### src/rtl/mips_ctrl_pkg.sv
// Shared encodings for the multi-cycle MIPS controller: opcodes, functs, ALU ops,
// FSM states, instruction classes and datapath mux selects.
package mips_ctrl_pkg;

    localparam logic [5:0] OP_RTYPE = 6'b000000;
    localparam logic [5:0] OP_ORI   = 6'b001101;
    localparam logic [5:0] OP_LUI   = 6'b001111;
    localparam logic [5:0] OP_ADDI  = 6'b001000;
    localparam logic [5:0] OP_LW    = 6'b100011;
    localparam logic [5:0] OP_SW    = 6'b101011;
    localparam logic [5:0] OP_BEQ   = 6'b000100;
    localparam logic [5:0] OP_BLTZ  = 6'b000001;
    localparam logic [5:0] OP_J     = 6'b000010;

    localparam logic [5:0] FN_ADDU  = 6'b100001;
    localparam logic [5:0] FN_SUBU  = 6'b100011;
    localparam logic [5:0] FN_SLT   = 6'b101010;
    localparam logic [5:0] FN_SLL   = 6'b000000;
    localparam logic [5:0] FN_ADD   = 6'b100000;

    localparam logic [2:0] ALU_ADD  = 3'b000;
    localparam logic [2:0] ALU_SUB  = 3'b001;
    localparam logic [2:0] ALU_OR   = 3'b010;
    localparam logic [2:0] ALU_SLT  = 3'b011;
    localparam logic [2:0] ALU_SLL  = 3'b100;
    localparam logic [2:0] ALU_SGN  = 3'b101;

    localparam logic [1:0] EXT_ZERO = 2'b00;
    localparam logic [1:0] EXT_SIGN = 2'b01;
    localparam logic [1:0] EXT_LUI  = 2'b10;

    localparam logic [1:0] PC_PLUS4  = 2'b00;
    localparam logic [1:0] PC_BRANCH = 2'b01;
    localparam logic [1:0] PC_JUMP   = 2'b10;

    localparam logic [1:0] RD_RT    = 2'b00;
    localparam logic [1:0] RD_RD    = 2'b01;
    localparam logic [1:0] RD_R30   = 2'b10;

    localparam logic [1:0] M2R_ALU  = 2'b00;
    localparam logic [1:0] M2R_MEM  = 2'b01;
    localparam logic [1:0] M2R_ONE  = 2'b10;

    typedef enum logic [3:0] {
        S_FETCH  = 4'd0,
        S_DECODE = 4'd1,
        S_EXE    = 4'd2,
        S_MEM_RD = 4'd3,
        S_MEM_WR = 4'd4,
        S_WB_ALU = 4'd5,
        S_WB_MEM = 4'd6,
        S_BRANCH = 4'd7,
        S_JUMP   = 4'd8
    } state_e;

    typedef enum logic [3:0] {
        C_RALU, C_IALU, C_LUI, C_LW, C_SW, C_BEQ, C_BLTZ, C_J, C_ADDOV, C_NOP
    } class_e;

endpackage

### src/rtl/mc_ctrl_if.sv
// Controller <-> datapath bundle: instruction fields and ALU flags in, control strobes out.
interface mc_ctrl_if;
    logic [5:0] op;
    logic [5:0] funct;
    logic       zero;
    logic       overflow;
    logic       pc_write;
    logic [1:0] pc_src;
    logic       ir_write;
    logic [2:0] ALUOp;
    logic       ALUSrc;
    logic [1:0] ext_op;
    logic [1:0] reg_dst;
    logic [1:0] mem_to_reg;
    logic       reg_write;
    logic       mem_write;
    logic       write_30;
    logic       instr_done;

    modport master (
        input  op, funct, zero, overflow,
        output pc_write, pc_src, ir_write, ALUOp, ALUSrc, ext_op, reg_dst,
               mem_to_reg, reg_write, mem_write, write_30, instr_done
    );

    modport slave (
        output op, funct, zero, overflow,
        input  pc_write, pc_src, ir_write, ALUOp, ALUSrc, ext_op, reg_dst,
               mem_to_reg, reg_write, mem_write, write_30, instr_done
    );
endinterface

### src/rtl/mc_decode.sv
// Combinational instruction decoder: op/funct -> class and ALU setup.
// With OVF_TRAP_EN defined, add/addi map to the overflow-trapping class C_ADDOV.
module mc_decode
    import mips_ctrl_pkg::*;
(
    input  logic [5:0] op_i,
    input  logic [5:0] funct_i,
    output class_e     cls_o,
    output logic [2:0] alu_op_o,
    output logic       alu_src_o,
    output logic [1:0] ext_op_o
);

    always_comb begin
        cls_o     = C_NOP;
        alu_op_o  = ALU_ADD;
        alu_src_o = 1'b0;
        ext_op_o  = EXT_ZERO;
        case (op_i)
            OP_RTYPE: begin
                case (funct_i)
                    FN_ADDU: cls_o = C_RALU;
                    FN_ADD: begin
`ifdef OVF_TRAP_EN
                        cls_o = C_ADDOV;
`else
                        cls_o = C_RALU;
`endif
                    end
                    FN_SUBU: begin cls_o = C_RALU; alu_op_o = ALU_SUB; end
                    FN_SLT:  begin cls_o = C_RALU; alu_op_o = ALU_SLT; end
                    FN_SLL:  begin cls_o = C_RALU; alu_op_o = ALU_SLL; end
                    default: cls_o = C_NOP;
                endcase
            end
            OP_ORI:  begin cls_o = C_IALU; alu_op_o = ALU_OR; alu_src_o = 1'b1; end
            // lui relies on the datapath presenting $0 on A, so OR yields imm<<16
            OP_LUI:  begin cls_o = C_LUI; alu_op_o = ALU_OR; alu_src_o = 1'b1; ext_op_o = EXT_LUI; end
            OP_ADDI: begin
`ifdef OVF_TRAP_EN
                cls_o = C_ADDOV;
`else
                cls_o = C_IALU;
`endif
                alu_src_o = 1'b1;
                ext_op_o  = EXT_SIGN;
            end
            OP_LW:   begin cls_o = C_LW; alu_src_o = 1'b1; ext_op_o = EXT_SIGN; end
            OP_SW:   begin cls_o = C_SW; alu_src_o = 1'b1; ext_op_o = EXT_SIGN; end
            OP_BEQ:  begin cls_o = C_BEQ; alu_op_o = ALU_SUB; end
            OP_BLTZ: begin cls_o = C_BLTZ; alu_op_o = ALU_SGN; end
            OP_J:    cls_o = C_J;
            default: cls_o = C_NOP;
        endcase
    end

endmodule

### src/rtl/mc_ctrl.sv
// Multi-cycle MIPS control FSM; class and ALU setup are latched on leaving DECODE.
// OVF_TRAP_EN enables write_30 and the $30 <= 1 overflow redirect for add/addi.
module mc_ctrl
    import mips_ctrl_pkg::*;
#(
    parameter int STATE_W = 4
) (
    input  logic               clk,
    input  logic               reset,
    mc_ctrl_if.master          bus,
    output logic [STATE_W-1:0] state
);

    state_e     state_q, state_d;
    class_e     cls_q, dec_cls;
    logic [2:0] alu_op_q, dec_alu_op;
    logic       alu_src_q, dec_alu_src;
    logic [1:0] ext_op_q, dec_ext_op;
    logic       addov;

    mc_decode u_dec (
        .op_i      (bus.op),
        .funct_i   (bus.funct),
        .cls_o     (dec_cls),
        .alu_op_o  (dec_alu_op),
        .alu_src_o (dec_alu_src),
        .ext_op_o  (dec_ext_op)
    );

`ifdef OVF_TRAP_EN
    assign addov = (cls_q == C_ADDOV);
`else
    logic unused_ovf;
    assign addov      = 1'b0;
    assign unused_ovf = bus.overflow;
`endif

    always_ff @(posedge clk) begin
        if (reset) begin
            state_q   <= S_FETCH;
            cls_q     <= C_NOP;
            alu_op_q  <= ALU_ADD;
            alu_src_q <= 1'b0;
            ext_op_q  <= EXT_ZERO;
        end else begin
            state_q <= state_d;
            if (state_q == S_DECODE) begin
                cls_q     <= dec_cls;
                alu_op_q  <= dec_alu_op;
                alu_src_q <= dec_alu_src;
                ext_op_q  <= dec_ext_op;
            end
        end
    end

    always_comb begin
        state_d        = state_q;
        bus.pc_write   = 1'b0;
        bus.pc_src     = PC_PLUS4;
        bus.ir_write   = 1'b0;
        bus.ALUOp      = ALU_ADD;
        bus.ALUSrc     = 1'b0;
        bus.ext_op     = EXT_ZERO;
        bus.reg_dst    = RD_RT;
        bus.mem_to_reg = M2R_ALU;
        bus.reg_write  = 1'b0;
        bus.mem_write  = 1'b0;
        bus.write_30   = 1'b0;
        bus.instr_done = 1'b0;

        // ALU setup stays applied from EXE through writeback; the datapath has no ALU output latch
        if (state_q inside {S_EXE, S_MEM_RD, S_MEM_WR, S_WB_ALU, S_WB_MEM}) begin
            bus.ALUOp  = alu_op_q;
            bus.ALUSrc = alu_src_q;
            bus.ext_op = ext_op_q;
        end

        case (state_q)
            S_FETCH: begin
                bus.ir_write = 1'b1;
                bus.pc_write = 1'b1;
                state_d      = S_DECODE;
            end
            S_DECODE: begin
                case (dec_cls)
                    C_BEQ, C_BLTZ: state_d = S_BRANCH;
                    C_J:           state_d = S_JUMP;
                    C_NOP: begin
                        bus.instr_done = 1'b1;
                        state_d        = S_FETCH;
                    end
                    default:       state_d = S_EXE;
                endcase
            end
            S_EXE: begin
                bus.write_30 = addov;
                case (cls_q)
                    C_LW:    state_d = S_MEM_RD;
                    C_SW:    state_d = S_MEM_WR;
                    default: state_d = S_WB_ALU;
                endcase
            end
            S_MEM_RD: state_d = S_WB_MEM;
            S_MEM_WR: begin
                bus.mem_write  = 1'b1;
                bus.instr_done = 1'b1;
                state_d        = S_FETCH;
            end
            S_WB_ALU: begin
                bus.reg_write  = 1'b1;
                bus.reg_dst    = alu_src_q ? RD_RT : RD_RD;
                bus.write_30   = addov;
                if (addov && bus.overflow) begin
                    bus.reg_dst    = RD_R30;
                    bus.mem_to_reg = M2R_ONE;
                end
                bus.instr_done = 1'b1;
                state_d        = S_FETCH;
            end
            S_WB_MEM: begin
                bus.reg_write  = 1'b1;
                bus.mem_to_reg = M2R_MEM;
                bus.instr_done = 1'b1;
                state_d        = S_FETCH;
            end
            S_BRANCH: begin
                bus.ALUOp      = alu_op_q;
                bus.pc_src     = PC_BRANCH;
                bus.pc_write   = (cls_q == C_BLTZ) ? ~bus.zero : bus.zero;
                bus.instr_done = 1'b1;
                state_d        = S_FETCH;
            end
            S_JUMP: begin
                bus.pc_write   = 1'b1;
                bus.pc_src     = PC_JUMP;
                bus.instr_done = 1'b1;
                state_d        = S_FETCH;
            end
            default: state_d = S_FETCH;
        endcase

        // Reset suppresses every strobe, including those of an interrupted instruction
        if (reset) begin
            bus.pc_write   = 1'b0;
            bus.pc_src     = PC_PLUS4;
            bus.ir_write   = 1'b0;
            bus.ALUOp      = ALU_ADD;
            bus.ALUSrc     = 1'b0;
            bus.ext_op     = EXT_ZERO;
            bus.reg_dst    = RD_RT;
            bus.mem_to_reg = M2R_ALU;
            bus.reg_write  = 1'b0;
            bus.mem_write  = 1'b0;
            bus.write_30   = 1'b0;
            bus.instr_done = 1'b0;
        end
    end

    assign state = STATE_W'(state_q);

endmodule

### src/flat_wrapper.sv
// flat-port wrapper written by rule: the top's interface ports become plain ports
module mc_ctrl_flat import mips_ctrl_pkg::*;
#(
    parameter int STATE_W = 4
)
  (clk, reset, state, bus_op, bus_funct, bus_zero, bus_overflow, bus_pc_write, bus_pc_src, bus_ir_write, bus_ALUOp, bus_ALUSrc, bus_ext_op, bus_reg_dst, bus_mem_to_reg, bus_reg_write, bus_mem_write, bus_write_30, bus_instr_done);
  mc_ctrl_if bus_i ();
  input  logic clk;
  input  logic reset;
  output logic [STATE_W-1:0] state;
  input wire logic [$bits(bus_i.op)-1:0] bus_op;
  input wire logic [$bits(bus_i.funct)-1:0] bus_funct;
  input wire logic [$bits(bus_i.zero)-1:0] bus_zero;
  input wire logic [$bits(bus_i.overflow)-1:0] bus_overflow;
  output wire logic [$bits(bus_i.pc_write)-1:0] bus_pc_write;
  output wire logic [$bits(bus_i.pc_src)-1:0] bus_pc_src;
  output wire logic [$bits(bus_i.ir_write)-1:0] bus_ir_write;
  output wire logic [$bits(bus_i.ALUOp)-1:0] bus_ALUOp;
  output wire logic [$bits(bus_i.ALUSrc)-1:0] bus_ALUSrc;
  output wire logic [$bits(bus_i.ext_op)-1:0] bus_ext_op;
  output wire logic [$bits(bus_i.reg_dst)-1:0] bus_reg_dst;
  output wire logic [$bits(bus_i.mem_to_reg)-1:0] bus_mem_to_reg;
  output wire logic [$bits(bus_i.reg_write)-1:0] bus_reg_write;
  output wire logic [$bits(bus_i.mem_write)-1:0] bus_mem_write;
  output wire logic [$bits(bus_i.write_30)-1:0] bus_write_30;
  output wire logic [$bits(bus_i.instr_done)-1:0] bus_instr_done;
  assign bus_i.op = bus_op;
  assign bus_i.funct = bus_funct;
  assign bus_i.zero = bus_zero;
  assign bus_i.overflow = bus_overflow;
  assign bus_pc_write = bus_i.pc_write;
  assign bus_pc_src = bus_i.pc_src;
  assign bus_ir_write = bus_i.ir_write;
  assign bus_ALUOp = bus_i.ALUOp;
  assign bus_ALUSrc = bus_i.ALUSrc;
  assign bus_ext_op = bus_i.ext_op;
  assign bus_reg_dst = bus_i.reg_dst;
  assign bus_mem_to_reg = bus_i.mem_to_reg;
  assign bus_reg_write = bus_i.reg_write;
  assign bus_mem_write = bus_i.mem_write;
  assign bus_write_30 = bus_i.write_30;
  assign bus_instr_done = bus_i.instr_done;
  mc_ctrl #(.STATE_W(STATE_W)) u_core (.clk(clk), .reset(reset), .bus(bus_i), .state(state));
endmodule
### config.mk
export PLATFORM = sky130hd
export DESIGN_NAME = mc_ctrl_flat
export DESIGN_NICKNAME = d
export VERILOG_FILES = /design/src/rtl/mips_ctrl_pkg.sv /design/src/rtl/mc_ctrl_if.sv /design/src/rtl/mc_decode.sv /design/src/rtl/mc_ctrl.sv /design/src/flat_wrapper.sv
export SDC_FILE = /design/constraint.sdc
export NUM_CORES = 1
export LEC_CHECK = 0
export BUFFER_PORTS_ARGS = -buffer_cell sky130_fd_sc_hd__buf_2
export CAP_MARGIN = 20
export CORE_ASPECT_RATIO = 0.6
export CORE_UTILIZATION = 41
export DETAILED_ROUTE_END_ITERATION = 10
export PLACE_DENSITY_LB_ADDON = 0.05
export SLEW_MARGIN = 25
export SYNTH_ARGS = -nofsm -noshare
export SYNTH_HDL_FRONTEND = slang
export SYNTH_SLANG_ARGS = --single-unit
### constraint.sdc
create_clock -name clk -period 5.1 [get_ports clk]
set_clock_uncertainty 0.15 [all_clocks]
set_input_delay 0.765 -clock clk [delete_from_list [all_inputs] [get_ports clk]]
set_output_delay 0.765 -clock clk [all_outputs]
set_load 0.005 [all_outputs]
# Word level (Yosys, flattened, before mapping)
# Cells that the tools add are included.
# totals
reg_bits	14
latch_bits	0
ram_bits	0
rom_bits	0
inputBits	16
out_inout_bits	22
elab_cells	81
mem_count	0
# classes
add_sub_neg	0
n_mul	0
n_div	0
magnitude_cmp	0
n_eq_ne	27
shifts	0
n_mux	35
n_bitwise	1
reduce_logical	13
# op_table
op	count
equality test 4 x 3 -> 1 bit, second input constant	9
equality test 6 bit, second input constant	6
one-hot mux 4 bit (8 select lines)	1
equality test 6 x 4 -> 1 bit, second input constant	3
two-way mux 1 bit	16
one-hot mux 4 bit (4 select lines)	1
OR reduction 5 bit	3
equality test 4 x 2 -> 1 bit, second input constant	3
logical NOT 6 bit	2
one-hot mux 3 bit (4 select lines)	1
one-hot mux 4 bit (3 select lines)	1
two-way mux 2 bit	5
OR reduction 2 bit	5
two-way mux 3 bit	3
one-hot mux 3 bit (3 select lines)	1
equality test 4 bit, second input constant	2
one-hot mux 2 bit (2 select lines)	2
equality test 6 x 1 -> 1 bit, second input constant	1
equality test 6 x 2 -> 1 bit, second input constant	1
equality test 6 x 3 -> 1 bit, second input constant	1
one-hot mux 3 bit (2 select lines)	1
nonzero test 5 bit	1
equality test 4 x 1 -> 1 bit, second input constant	1
logical NOT 4 bit	1
4 further kinds	5

# Depth between registers and ports, before layout
# depth
word_depth	8
mapped_depth	7
mapped_depth_nobuf	5

# Cells and area by module
# From an unflattened synthesis, not the netlist that was laid out.
# unflattened
cells_unflattened	169
hier_area_um2	1223.7
# modules_own_cells
mod	instances	cells_per_inst	area_each_um2	seq_area_each_um2
mc_ctrl	1	108	833.3	280.3
mc_decode	1	61	390.4	0.0

# Worst setup path after synthesis
# Ideal clock, no wire load.
# synth_timing
kind	input port to output port
from	input port bus_op[4]
to	output port bus_instr_done
arrival_time_ps	2033
required_time_ps	4185
setup_slack_ps	2152
cell_stages	6
path_cell_list	clkbuf_1 -> nor4_1 -> and2_1 -> nand2_1 -> a211o_1 -> a21oi_1
# synth_between
elab_chain_len	7
word_cells_on_any_way	15
# synth_rtl
item	line_no	rtl
start: declaration	flat_wrapper.sv:11	input wire logic [$bits(bus_i.op)-1:0] bus_op;
equality test 6 x 4 -> 1 bit	mc_decode.sv:19	case (op_i)
OR reduction 2 bit (no line)	n/a	
one-hot mux 4 bit (8 select lines) *	mc_decode.sv:19	
equality test 4 bit *	mc_ctrl.sv:85	case (dec_cls)
two-way mux 1 bit *	mc_ctrl.sv:85	
one-hot mux 1 bit (2 select lines) *	mc_ctrl.sv:78	case (state_q)
two-way mux 1 bit *	mc_ctrl.sv:143	if (reset) begin
end: declaration	flat_wrapper.sv:26	output wire logic [$bits(bus_i.instr_done)-1:0] bus_instr_done;
# Every way passes the cells marked *; elsewhere a longest branch is shown, timed or not.

# Final worst setup path
# layout_timing
from	input port bus_op[5]
to	output port bus_instr_done
# The elaborated chain is that of the path after synthesis.

==> flow_summary.json <==
{
  "drive_above_1_share_pct": 22.4,
  "dieHeight_microns": 43.3,
  "irDropWorstVdd_mv": 0.101,
  "min_path_cells": 2,
  "drc": 0,
  "ys_seq_area_share_pct": 24.1,
  "outcome": "completed",
  "min_period_ns": 3.30,
  "worstPathRequired_ns": 4.18,
  "path_max_fanout": 16,
  "reg2reg_depth": 4,
  "finalCritPeriodShare_pct": 64.7,
  "async_flop_share_pct": 0,
  "cts_resized": 0,
  "max_freq_ghz": 0.303,
  "reg2reg_slack_ns": 3.05,
  "synth_edf_count": 0,
  "antenna_found_initial": 0,
  "layout_commonest_cell": "buf_2",
  "overflow": 0,
  "clockBufferDepth": 2,
  "place_ws_ns": 1.83,
  "core.rowCount": 14,
  "arrival_ns": 2.38,
  "cts.clk_slew.worst_paths_ns": 0.06,
  "wirelength_mm": 3.02,
  "io_pins": 38,
  "port_buffers": 33,
  "final_cell_mix": "buf_2 (33), nor2_1 (18), dfxtp_1 (14)",
  "slowest_delay_ns": 0.40,
  "finish.instance_area_sq_um": 1370,
  "worst_hold_slack_ns": 0.313,
  "ys_warn_count": 0,
  "hold_end": "u_core.ext_op_q[0]$_SDFFE_PP0P_",
  "drt_iter0_drc": 63,
  "synth_cell_types": 46,
  "route.vias.total": 1253,
  "area_growth_pct": 17.2,
  "syn_inst": 160,
  "wl_per_cell_microns": 14.0,
  "path_class": "input port to primary output",
  "finalMaxSlewViolations": 0,
  "hold_violations": 0,
  "die_w_microns": 70.8,
  "grt_pass1_wl_mm": 5.05,
  "slowest_stage": "nor4_1",
  "syn_area_sq_um": 1160,
  "synthTopCellsByArea": "dfxtp_1 (24%), nor2_1 (5.8%), a21oi_1 (3.9%)",
  "finalNetCount": 200,
  "n_fill_cell": 267,
  "max_slew_margin_pct": 49.5,
  "ys_ff_latch": 14,
  "placedCellCount": 211,
  "h-tree-depth": 1,
  "dieArea_sq_um": 3070,
  "ys.flop_type": "dfxtp_1",
  "dp_hpwl_mm": 2.28,
  "fin_tns_setup_ns": 0,
  "crit_top_cell": "buf_2",
  "placedInstanceArea_sq_um": 1310,
  "worstReg2RegStart": "u_core.state[0]$_SDFF_PP0_",
  "path_cells": "buf_2 > nor4_1 > and2_1 > nand2_1 > a211o_1 > a21oi_1 > buf_2",
  "critPathLaunchType": "input port",
  "grt_pass1_vias": 1066,
  "worstSetupStartpoint": "bus_op[5]",
  "post_cts_buffers": 0,
  "diodes": 0,
  "finalWorstSetupSlack_ns": 1.80,
  "root_buffer": "clkbuf_8",
  "grtUsageTotal_pct": 21.4,
  "yosysTopAreaCell": "dfxtp_1",
  "synth_top_cell_area_share_pct": 24.1,
  "cellLeakagePower_uw": 0.000549,
  "initial_utilization_pct": 44.9,
  "clkLatencyLatePin_ns": 0.25,
  "finalSetupViolations": 0,
  "place_congestion": 0.778,
  "cts_tree": "yes",
  "tightest_slew_ns": 0.754,
  "hold_path_startpoint": "u_core.ext_op_q[0]$_SDFFE_PP0P_",
  "firstDrtPassIters": 6,
  "ant_nets": 0,
  "via_per_inst": 5.83,
  "cts_num_sinks": 14,
  "cts-hold-fix-buffers": 0,
  "synth_area_per_cell_sq_um": 7.28,
  "maxCapViolations": 0,
  "core-area_sq_um": 2590,
  "fin_cells": 215,
  "rsz0062_at_grt": "no",
  "cp-end-kind": "primary output",
  "grt_max_degree": 19,
  "holdCritPathClass": "register to register",
  "r2r_end": "u_core.state[2]$_SDFF_PP0_",
  "power_density_nw_per_um2": 212,
  "numCtsBuffers": 3
}
## cells in the mapped netlist (2+ instances only)
cell type and count:
dfxtp_1 14, nand2b_1 2, o21bai_1 2, buf_4 3, buf_2 3, or3_1 4
nand2_1 11, nor3_1 8, nor4b_1 2, nand4_1 4, or4b_1 2, buf_1 2
nor4_1 4, nand3_1 3, a21oi_1 9, and2_1 5, clkbuf_1 7, and3b_1 2
a31o_1 3, xnor2_1 2, a211o_1 2, nor2_1 18, a311oi_1 3, o21ai_0 5
inv_1 5, nand3b_1 3, nor3b_1 5, xor2_1 2, and3_1 4, a31oi_1 5
## critical path: cells and delay by family
family	cells	cell delay [ns]
AND/OR/NAND/NOR	3	0.82
AO/OA/AOI/OAI	2	0.48
buffers and inverters	2	0.31
## layout make-up
| class | count | area, sq um | area share, % |
|---|---|---|---|
| inverters | 5 | 18.8 | 1.37 |
| repair buffers | 33 | 165 | 12.1 |
| flip-flops and latches | 14 | 280 | 20.5 |
| well taps | 32 | 40.0 | 2.93 |
| multi-input cells | 127 | 806 | 59.0 |
| clock buffers | 4 | 55.1 | 4.03 |
## through the flow
stage / utilization (%) / power (uW)
after floorplan: - / 165
after global placement: 50.2 / 179
after detailed placement: 50.5 / 182
after CTS: 52.7 / 291
after global routing: 52.7 / 304
final: 52.7 / 289
## power by group
part	internal, uW	switching, uW
clock network	68.4	40.0
logic	24.2	36.9
registers	114	5.34
total	207	82.2
## cells by family after synthesis
family          synth area share [%]
compound gates                  23.4
xor+xnor                        3.01
buf+inv                         8.70
flops                           24.1
mux                            0.967
other cells                    0.322
simple gates                    39.5
## worst max path at each step
stage	end	cells after the start
global placement	bus_instr_done	7
floorplan	bus_instr_done	6
CTS	bus_instr_done	7
global route	bus_instr_done	7
detailed placement	bus_instr_done	7
finish	bus_instr_done	7
## state kept, by name, indices dropped and copies added, names as in the netlist
| name | flops |
|---|---|
| u_core.cls_q | 4 |
| u_core.state | 4 |
| u_core.alu_op_q | 3 |
| u_core.ext_op_q | 2 |
| u_core.alu_src_q | 1 |
## layer usage
layer	wire (microns)	track usage [%]
met5	0	0
met4	16	6.40
met3	153	5.94
met2	1260	29.6
met1	1590	31.6
Note: power is estimated with default switching activity, not from simulation.
